**config.mk**
```make
export PLATFORM = sky130hd
export DESIGN_NAME = avalon_register_bridge
export DESIGN_NICKNAME = d
export VERILOG_FILES = /design/src/rtl/avalon_register_bridge.sv
export SDC_FILE = /design/constraint.sdc
export NUM_CORES = 1
export LEC_CHECK = 0
export CAP_MARGIN = 40
export CELL_PAD_IN_SITES_DETAIL_PLACEMENT = 1
export CELL_PAD_IN_SITES_GLOBAL_PLACEMENT = 1
export CORE_ASPECT_RATIO = 1.5
export CORE_MARGIN = 3
export CORE_UTILIZATION = 47
export DETAILED_ROUTE_END_ITERATION = 6
export GPL_TIMING_DRIVEN = 0
export PLACE_DENSITY_LB_ADDON = 0.25
export SLEW_MARGIN = 0
export SYNTH_ARGS = -nofsm -noshare
export SYNTH_HDL_FRONTEND = slang
export SYNTH_SLANG_ARGS = --single-unit
```
**constraint.sdc**
```tcl
create_clock -name clk -period 7.5 [get_ports clk]
set_input_delay 0.75 -clock clk [delete_from_list [all_inputs] [get_ports clk]]
set_output_delay 0.75 -clock clk [all_outputs]
set_load 0.01 [all_outputs]
```
**src/rtl/avalon_register_bridge.sv**
```systemverilog
`default_nettype none
// =============================================================================
// Module   : avalon_register_bridge
// Function : Avalon-style command FIFO + credit-limited issue + response FIFO
// Revision : 1.0
// =============================================================================
module avalon_register_bridge #(
  parameter int BUSWIDTH     = 32,
  parameter int ADDRESSWIDTH = 4,
  parameter int LATENCY      = 1,
  parameter int CMD_DEPTH    = 4,
  parameter int RSP_DEPTH    = 4
) (
  input  logic                    clk,
  input  logic                    reset,
  input  logic                    s_read,
  input  logic                    s_write,
  input  logic [ADDRESSWIDTH-1:0] s_address,
  input  logic [BUSWIDTH-1:0]     s_writedata,
  output logic                    s_waitrequest,
  output logic [BUSWIDTH-1:0]     s_readdata,
  output logic                    s_readdatavalid,
  input  logic                    s_rsp_ready,
  output logic                    m_read,
  output logic                    m_write,
  output logic [ADDRESSWIDTH-1:0] m_address,
  output logic [BUSWIDTH-1:0]     m_data_in,
  input  logic                    m_read_valid,
  input  logic [BUSWIDTH-1:0]     m_data_out,
  input  logic                    err_clear,
  output logic                    err_overflow,
  output logic                    err_unexpected,
  output logic                    err_both
);

  localparam int c_cmd_aw = $clog2(CMD_DEPTH);
  localparam int c_rsp_aw = $clog2(RSP_DEPTH);
  localparam int c_cmd_w  = 1 + ADDRESSWIDTH + BUSWIDTH;
  localparam logic [c_cmd_aw:0] c_cmd_full = (c_cmd_aw + 1)'(CMD_DEPTH);
  localparam logic [c_rsp_aw:0] c_rsp_full = (c_rsp_aw + 1)'(RSP_DEPTH);

  if (LATENCY < 1 || CMD_DEPTH < 2 || RSP_DEPTH < 2 ||
      (CMD_DEPTH & (CMD_DEPTH - 1)) != 0 ||
      (RSP_DEPTH & (RSP_DEPTH - 1)) != 0) begin : g_bad_param
    $error("avalon_register_bridge: illegal parameter set");
  end

  logic [c_cmd_w-1:0]      cmd_mem_q [CMD_DEPTH];
  logic [c_cmd_aw-1:0]     cmd_wr_q, cmd_wr_d, cmd_rd_q, cmd_rd_d;
  logic [c_cmd_aw:0]       cmd_cnt_q, cmd_cnt_d;
  logic [BUSWIDTH-1:0]     rsp_mem_q [RSP_DEPTH];
  logic [c_rsp_aw-1:0]     rsp_wr_q, rsp_wr_d, rsp_rd_q, rsp_rd_d;
  logic [c_rsp_aw:0]       rsp_cnt_q, rsp_cnt_d;
  logic [c_rsp_aw:0]       outstanding_q, outstanding_d;
  logic                    waitreq_q, waitreq_d;
  logic                    m_read_q, m_read_d, m_write_q, m_write_d;
  logic [ADDRESSWIDTH-1:0] m_address_q, m_address_d;
  logic [BUSWIDTH-1:0]     m_data_q, m_data_d;
  logic                    err_ovf_q, err_ovf_d, err_unx_q, err_unx_d, err_both_q, err_both_d;

  logic [c_cmd_w-1:0] w_head;
  logic               w_head_write, w_accept, w_credit, w_issue;
  logic               w_ret_ok, w_rsp_push, w_rsp_pop;

  assign w_head       = cmd_mem_q[cmd_rd_q];
  assign w_head_write = w_head[c_cmd_w-1];
  assign w_accept     = (s_read | s_write) & ~waitreq_q;
  // A read may only issue if its response is guaranteed a slot in the response FIFO.
  assign w_credit     = ({1'b0, outstanding_q} + {1'b0, rsp_cnt_q}) < {1'b0, c_rsp_full};
  assign w_issue      = (cmd_cnt_q != '0) & (w_head_write | w_credit);
  assign w_ret_ok     = m_read_valid & (outstanding_q != '0);
  assign w_rsp_push   = w_ret_ok & (rsp_cnt_q != c_rsp_full);
  assign w_rsp_pop    = (rsp_cnt_q != '0) & s_rsp_ready;

  always_comb begin
    cmd_wr_d      = cmd_wr_q + c_cmd_aw'(w_accept);
    cmd_rd_d      = cmd_rd_q + c_cmd_aw'(w_issue);
    cmd_cnt_d     = cmd_cnt_q + (c_cmd_aw + 1)'(w_accept) - (c_cmd_aw + 1)'(w_issue);
    waitreq_d     = (cmd_cnt_d == c_cmd_full);
    m_read_d      = w_issue & ~w_head_write;
    m_write_d     = w_issue & w_head_write;
    m_address_d   = m_address_q;
    m_data_d      = m_data_q;
    if (w_issue) begin
      m_address_d = w_head[BUSWIDTH +: ADDRESSWIDTH];
      m_data_d    = w_head[BUSWIDTH-1:0];
    end
    outstanding_d = outstanding_q + (c_rsp_aw + 1)'(m_read_d) - (c_rsp_aw + 1)'(w_ret_ok);
    rsp_wr_d      = rsp_wr_q + c_rsp_aw'(w_rsp_push);
    rsp_rd_d      = rsp_rd_q + c_rsp_aw'(w_rsp_pop);
    rsp_cnt_d     = rsp_cnt_q + (c_rsp_aw + 1)'(w_rsp_push) - (c_rsp_aw + 1)'(w_rsp_pop);
    err_both_d    = (err_both_q & ~err_clear) | (w_accept & s_read & s_write);
    err_unx_d     = (err_unx_q & ~err_clear) | (m_read_valid & (outstanding_q == '0));
    err_ovf_d     = (err_ovf_q & ~err_clear) | (w_ret_ok & (rsp_cnt_q == c_rsp_full));
  end

  always_ff @(posedge clk) begin
    if (w_accept)   cmd_mem_q[cmd_wr_q] <= {s_write, s_address, s_writedata};
    if (w_rsp_push) rsp_mem_q[rsp_wr_q] <= m_data_out;
  end

  always_ff @(posedge clk or posedge reset) begin
    if (reset) begin
      cmd_wr_q      <= '0;
      cmd_rd_q      <= '0;
      cmd_cnt_q     <= '0;
      rsp_wr_q      <= '0;
      rsp_rd_q      <= '0;
      rsp_cnt_q     <= '0;
      outstanding_q <= '0;
      waitreq_q     <= 1'b1;
      m_read_q      <= 1'b0;
      m_write_q     <= 1'b0;
      m_address_q   <= '0;
      m_data_q      <= '0;
      err_ovf_q     <= 1'b0;
      err_unx_q     <= 1'b0;
      err_both_q    <= 1'b0;
    end else begin
      cmd_wr_q      <= cmd_wr_d;
      cmd_rd_q      <= cmd_rd_d;
      cmd_cnt_q     <= cmd_cnt_d;
      rsp_wr_q      <= rsp_wr_d;
      rsp_rd_q      <= rsp_rd_d;
      rsp_cnt_q     <= rsp_cnt_d;
      outstanding_q <= outstanding_d;
      waitreq_q     <= waitreq_d;
      m_read_q      <= m_read_d;
      m_write_q     <= m_write_d;
      m_address_q   <= m_address_d;
      m_data_q      <= m_data_d;
      err_ovf_q     <= err_ovf_d;
      err_unx_q     <= err_unx_d;
      err_both_q    <= err_both_d;
    end
  end

  assign s_waitrequest   = waitreq_q;
  assign s_readdatavalid = (rsp_cnt_q != '0);
  assign s_readdata      = (rsp_cnt_q != '0) ? rsp_mem_q[rsp_rd_q] : '0;
  assign m_read          = m_read_q;
  assign m_write         = m_write_q;
  assign m_address       = m_address_q;
  assign m_data_in       = m_data_q;
  assign err_overflow    = err_ovf_q;
  assign err_unexpected  = err_unx_q;
  assign err_both        = err_both_q;

endmodule
`default_nettype wire

```
==> results of run 1 <==
==> layout make-up <==
type	instances	area (µm²)	area share, %
Clock buffer	44	939.7	5.919
Timing Repair Buffer	170	1769	11.14
Multi-Input combinational cell	200	2711	17.08
Inverter	15	58.81	0.3704
Buffer	24	115.1	0.7251
Sequential cell	335	9766	61.51
Clock inverter	15	98.84	0.6226
Tap cell	333	416.7	2.625
==> critical path, delay by kind of cell (launching register included) <==
kind,cells,cell delay [ps]
buf+inv,3,1230
flops,1,380
mux,1,580
simple gates,1,170
==> metal layers <==
layer | wire length [µm] | global-route usage (%) | part of all wire, %
met4 | 455 | 4.952 | 1.7
met2 | 14740 | 34.94 | 56
met1 | 9762 | 21.55 | 37
met3 | 1200 | 3.941 | 4.6
met5 | 0 | 0 | 0
==> Yosys cell counts (all sizes together) (4+ instances only) <==
cell type | instances | share of area [%]
ha | 10 | 0.99
nand2 | 7 | 0.21
nor2 | 6 | 0.18
xor2 | 4 | 0.28
dfrtp | 58 | 12
xnor2 | 7 | 0.49
buf | 12 | 0.56
nor3 | 4 | 0.16
mux2 | 37 | 3.5
mux4 | 68 | 12
and3 | 4 | 0.20
clkbuf | 12 | 0.36
edfxtp | 276 | 66
nor2b | 34 | 1.7
inv | 15 | 0.45
==> placed cells by master, fill, tap and decap left out, drive strengths merged, types with 6 or more instances in the layout <==
master and instances:
edfxtp 276, clkdlybuf4s50 149, mux4 68, dfrtp 58
clkbuf 56, mux2 37, nor2b 34, buf 33
inv 16, clkinv 12, ha 10, xnor2 7
nand2 7, nor2 6
==> flip-flops by register name, summed over array words and instances (netlist names), 2 cells and up <==
register       flops
cmd_wr_q           2
cmd_mem_q        148
rsp_rd_q           2
rsp_mem_q        128
rsp_wr_q           2
m_address          4
cmd_rd_q           2
rsp_cnt_q          3
outstanding_q      3
cmd_cnt_q          3
m_data_in         32
==> cells by family after synthesis <==
| family | Yosys count |
|---|---|
| AOI/OAI and AO/OA | 7 |
| DFF | 335 |
| buffers and inverters | 39 |
| and+or+nand+nor | 63 |
| xor gates and xnor gates | 11 |
| adders and majority gates | 13 |
| muxes | 106 |
==> per-stage QoR <==
stage / total power [mW] / instance area [µm²]
after CTS: 7.157 / 15880
after floorplan: 4.378 / 12610
after global placement: 5.328 / 14520
after global routing: 7.407 / 15880
after detailed placement: 5.550 / 14840
final: 7.019 / 15880
==> power by group through the flow <==
stage / registers [mW] / logic, mW / clock network, mW
6_report: 2.81 / 2.63 / 1.57
3_5_place_dp: 2.85 / 2.70 / 0
2_1_floorplan: 2.84 / 1.54 / 0
5_1_grt: 2.86 / 2.85 / 1.69
3_3_place_gp: 2.84 / 2.48 / 0
4_1_cts: 2.82 / 2.72 / 1.62
==> worst max path at each step <==
stage / to / startpoint / slack (ps) / cells after the start
3_5_place_dp: s_waitrequest / rsp_cnt_q[1] / 3980 / 12
3_3_place_gp: cmd_mem_q[1][10] / s_write / 20 / 5
4_1_cts: s_readdata[27] / rsp_rd_q[0] / 3830 / 5
5_1_grt: s_readdata[27] / rsp_rd_q[0] / 3720 / 5
6_report: s_readdata[27] / rsp_rd_q[0] / 3900 / 5
2_1_floorplan: cmd_mem_q[1][0] / s_write / 3060 / 4
==> impl_metrics.json, run 1 <==
{
  "status": "complete, no violations",
  "synth_edf_count": 276,
  "root_buffer": "clkbuf_16",
  "ioPinCount": 150,
  "clk_latency_ps": 510,
  "area_growth_pct": 25.89,
  "syn_nets": 662,
  "design.core.area_um2": 26130,
  "numCtsBuffers": 34,
  "pwr-share-seq_pct": 40.0,
  "finalSetupViolCount": 0,
  "clock_path_buffers": 3,
  "cts_setup_buffers": 0,
  "pwr_density_cell_nw_per_um2": 442.1,
  "synth-compound-area-share_pct": 0.3869,
  "p_clk_share_pct": 22.4,
  "dr_total_vias": 6113,
  "fin_ws_ps": 3902,
  "synth-xor-area-share_pct": 0.7640,
  "die_h_um": 206.6,
  "place_ws_ps": 3982,
  "drc_errors": 0,
  "start_kind": "register",
  "cts.repair.resized": 0,
  "portBuffers": 149,
  "avgSynthCellArea_um2": 21.97,
  "critPathMaxStageDelay_ps": 580,
  "netlist_instances": 574,
  "synthAdderAreaFrac_pct": 1.468,
  "power_frac_comb_pct": 37.5,
  "rows": 72,
  "cts_tree": "done",
  "grt_first_pass_wirelength_um": 41030,
  "grt.overflow.total": 0,
  "report.final.slew_viol_count": 0,
  "max_freq_mhz": 277.9,
  "finalHoldViolCount": 0,
  "wl_per_cell_um": 23.03,
  "vias_per_cell": 5.381,
  "rsz0062_at_grt": "no",
  "instances_no_fill": 1136,
  "synth-seq-cells": 335,
  "crit_fanout": 10,
  "hold_end": "m_data_in[1]",
  "holdPathStages": 1,
  "tns_ps": 0,
  "skew_ps": 16.59,
  "drv_cap": 0,
  "synth.distinct_cells": 34,
  "synthMuxAreaShare_pct": 15.74,
  "cts-htree-levels": 2,
  "timing.final.crit_share_pct": 47.97,
  "yosysSeqAreaShare_pct": 77.44,
  "netlist_area_um2": 12610,
  "die_x_um": 139.7,
  "clock_sinks": 335,
  "maxSlewHeadroom_pct": 40.19,
  "ys_warn_count": 0,
  "cts.clk_slew.worst_paths_ps": 60,
  "grt_usage_pct": 18.56,
  "ant_nets": 0,
  "firstDrtPassIters": 4,
  "netSwitchingFraction_pct": 29.42,
  "synthSimpleGateAreaFrac_pct": 2.848,
  "worstRegToRegCells": 12,
  "cp_slowest_cell": "mux4_2",
  "routed_wl_um": 26160,
  "dieArea_um2": 28870,
  "reg2reg_from": "rsp_cnt_q[1]",
  "utilization_pct": 60.77,
  "worst_hold_slack_ps": 511.2,
  "tightestPinTransition_ps": 893.2,
  "nNetsFinal": 868,
  "worstPathRequired_ps": 6750,
  "p_leak_nw": 5.516,
  "drive_gt1_share_pct": 23.79,
  "reg2reg_to": "s_waitrequest",
  "min_path_type": "reg -> reg",
  "grt_max_degree": 44,
  "hpwl_um": 18250,
  "first_iter_violations": 319,
  "critical_path_class": "reg -> out",
  "synth_top_family_by_area": "multiplexers",
  "p_sw_mw": 2.065,
  "cp.arrival_ps": 2850,
  "ir_drop_mv": 0.2529,
  "end_kind": "primary output",
  "place.gp.congestion": 0.7458,
  "dp_cells": 1077,
  "min_from": "m_data_in[1]",
  "diodes": 0,
  "ys.flop_type": "edfxtp_1",
  "start_util_pct": 48.27,
  "period_minus_slack_ps": 3598,
  "antenna_found_initial": 0,
  "rrSetupSlack_ps": 3980,
  "fillers": 2190,
  "ctsHoldBuffers": 0,
  "async_flop_share_pct": 17.61,
  "grt_pass1_vias": 7142,
  "crit_path_cell_trace": "clkbuf_1 -> buf_2 -> mux4_2 -> nor2b_1 -> clkdlybuf4s50_1",
  "intPower_mw": 4.954
}
(Power assumes the default switching activity.)
==> run 2, diff against run 1 <==
Settings changed: CORE_UTILIZATION 47 to 44.
Clock period 7.5 ns to 2.9 ns, I/O delays scaled along.
==> impl_metrics.json, run 2 (synthesis gave the netlist of run 1 again) <==
{
  "antenna_found_initial": 1,
  "skew_ps": 19.24,
  "start_util_pct": 44.80,
  "period_minus_slack_ps": 2794,
  "crit_path_cell_trace": "ha_1 -> and3_1 -> nor4_4 -> o31a_1 -> buf_12 -> xnor2_1 -> ha_1 -> fa_2 -> xnor2_2 -> xnor2_1 -> nor3b_2",
  "intPower_mw": 12.96,
  "p_clk_share_pct": 21.5,
  "pwr_density_cell_nw_per_um2": 1149,
  "instances_no_fill": 1144,
  "drc_errors": 0,
  "die_h_um": 213.3,
  "drv_cap": 0,
  "status": "complete, no violations",
  "report.final.slew_viol_count": 0,
  "worst_hold_slack_ps": 95.00,
  "grt_pass1_vias": 6985,
  "grt_first_pass_wirelength_um": 39920,
  "ioPinCount": 150,
  "tightestPinTransition_ps": 842.0,
  "root_buffer": "clkbuf_16",
  "layout_commonest_cell": "edfxtp_1",
  "diodes": 0,
  "clk_latency_ps": 560,
  "place_ws_ps": -490.4,
  "maxSlewHeadroom_pct": 43.80,
  "max_freq_mhz": 357.9,
  "end_kind": "register",
  "cts_tree": "done",
  "critPathMaxStageDelay_ps": 440,
  "top_register": "cmd_mem_q",
  "p_leak_nw": 5.530,
  "netSwitchingFraction_pct": 29.30,
  "clock_sinks": 335,
  "crit_fanout": 5,
  "nNetsFinal": 862,
  "rows": 75,
  "ir_drop_mv": 0.6093,
  "drive_gt1_share_pct": 24.94,
  "numCtsBuffers": 30,
  "dr_total_vias": 6053,
  "utilization_pct": 56.68,
  "wl_per_cell_um": 22.40,
  "largest_reg_flops": 148,
  "grt_max_degree": 35,
  "design_area_um2": 15960,
  "dp_cells": 1084,
  "ctsHoldBuffers": 0,
  "finalSetupViolCount": 0,
  "design.core.area_um2": 28150,
  "die_x_um": 144.2,
  "rsz0062_at_grt": "yes",
  "pwr-share-seq_pct": 39.7,
  "power_frac_comb_pct": 38.8,
  "place.gp.congestion": 0.7318,
  "critical_path_class": "reg -> reg",
  "vias_per_cell": 5.291,
  "hpwl_um": 17350,
  "clock_path_buffers": 3,
  "timing.final.crit_share_pct": 96.36,
  "p_sw_mw": 5.371,
  "firstDrtPassIters": 5,
  "fillers": 2408,
  "min_path_type": "in -> async",
  "final_cell_mix": "edfxtp_1, clkdlybuf4s50_1, mux4_2, dfrtp_1, nor2b_1",
  "cp_slowest_cell": "dfrtp_2",
  "cts.clk_slew.worst_paths_ps": 70,
  "routed_wl_um": 25630,
  "fin_ws_ps": 105.7,
  "grt_usage_pct": 17.02,
  "grt.overflow.total": 0,
  "cts-htree-levels": 1,
  "dpl_cell_area_um2": 14870,
  "portBuffers": 149,
  "cp.arrival_ps": 3280,
  "area_growth_pct": 26.53,
  "start_kind": "register",
  "ant_nets": 0,
  "worstPathRequired_ps": 3390,
  "dieArea_um2": 30770,
  "finalHoldViolCount": 0,
  "first_iter_violations": 264
}
-- run 2: final cells by class --
type                       instances  area (µm²)  area share, %
sequential                       335        9768          61.22
multi-input combinational        200        2766          17.34
timing repair buffer             170        1797          11.26
clock buffer                      43       839.6          5.261
tap                              346       432.9          2.713
clock inverter                    13       155.1         0.9723
buffer                            22       138.9         0.8704
inverter                          15       58.81         0.3685
-- run 2: power by group through the flow --
stage | clock network, mW | registers (mW) | logic [mW]
finish | 3.94 | 7.28 | 7.11
global route | 4.25 | 7.42 | 7.73
CTS | 4.06 | 7.29 | 7.27
detailed placement | 0 | 7.36 | 7.04
global placement | 0 | 7.30 | 6.50
floorplan | 0 | 7.33 | 4.00
-- run 2: stage by stage --
| step | setup TNS (ps) | power [mW] |
|---|---|---|
| global route | -65.86 | 19.40 |
| floorplan | 0 | 11.33 |
| CTS | -12.05 | 18.63 |
| detailed placement | -2894 | 14.40 |
| global placement | -323820 | 13.80 |
| finish | 0 | 18.33 |
-- run 2: what timing repair did --
item	4_1_cts	5_1_grt
setup buffers	4	2
resized for setup	16	8
pin swaps	2	3
hold endpoints to repair	0	0
endpoints found under the setup margin	33	29
-- run 2: metal layers --
| metal | global-route usage, % | wire length [µm] | up-vias |
|---|---|---|---|
| met5 | 0 | 8 | - |
| met4 | 4.023 | 395 | 2 |
| met3 | 3.525 | 1395 | 28 |
| met2 | 31.94 | 14190 | 158 |
| met1 | 19.94 | 9634 | 3169 |
| li1 | - | - | 2696 |
-- run 2: critical path: cells and delay by family (launching register included) --
family                     cells  cell delay (ps)
adders and majority gates      3              890
and+or+nand+nor                3              600
DFF                            1              440
xor gates and xnor gates       3              400
AOI/OAI and AO/OA              1              270
buffers and inverters          1              130
-- run 2: path summary, 6_finish.rpt --
| kind | start | cells after the start | slack, ps | to |
|---|---|---|---|---|
| worst max register to register | rsp_cnt_q[1] | 11 | 110 | s_waitrequest |
| worst max-delay path | rsp_cnt_q[1] | 11 | 110 | s_waitrequest |
| min in group clk | s_read | 3 | 340 | err_both |
| max in group asynchronous | reset | 3 | 2220 | s_waitrequest |
| worst min register to register | m_data_in[21] | 1 | 500 | m_data_in[21] |
| worst min-delay path | reset | 2 | 90 | m_data_in[18] |
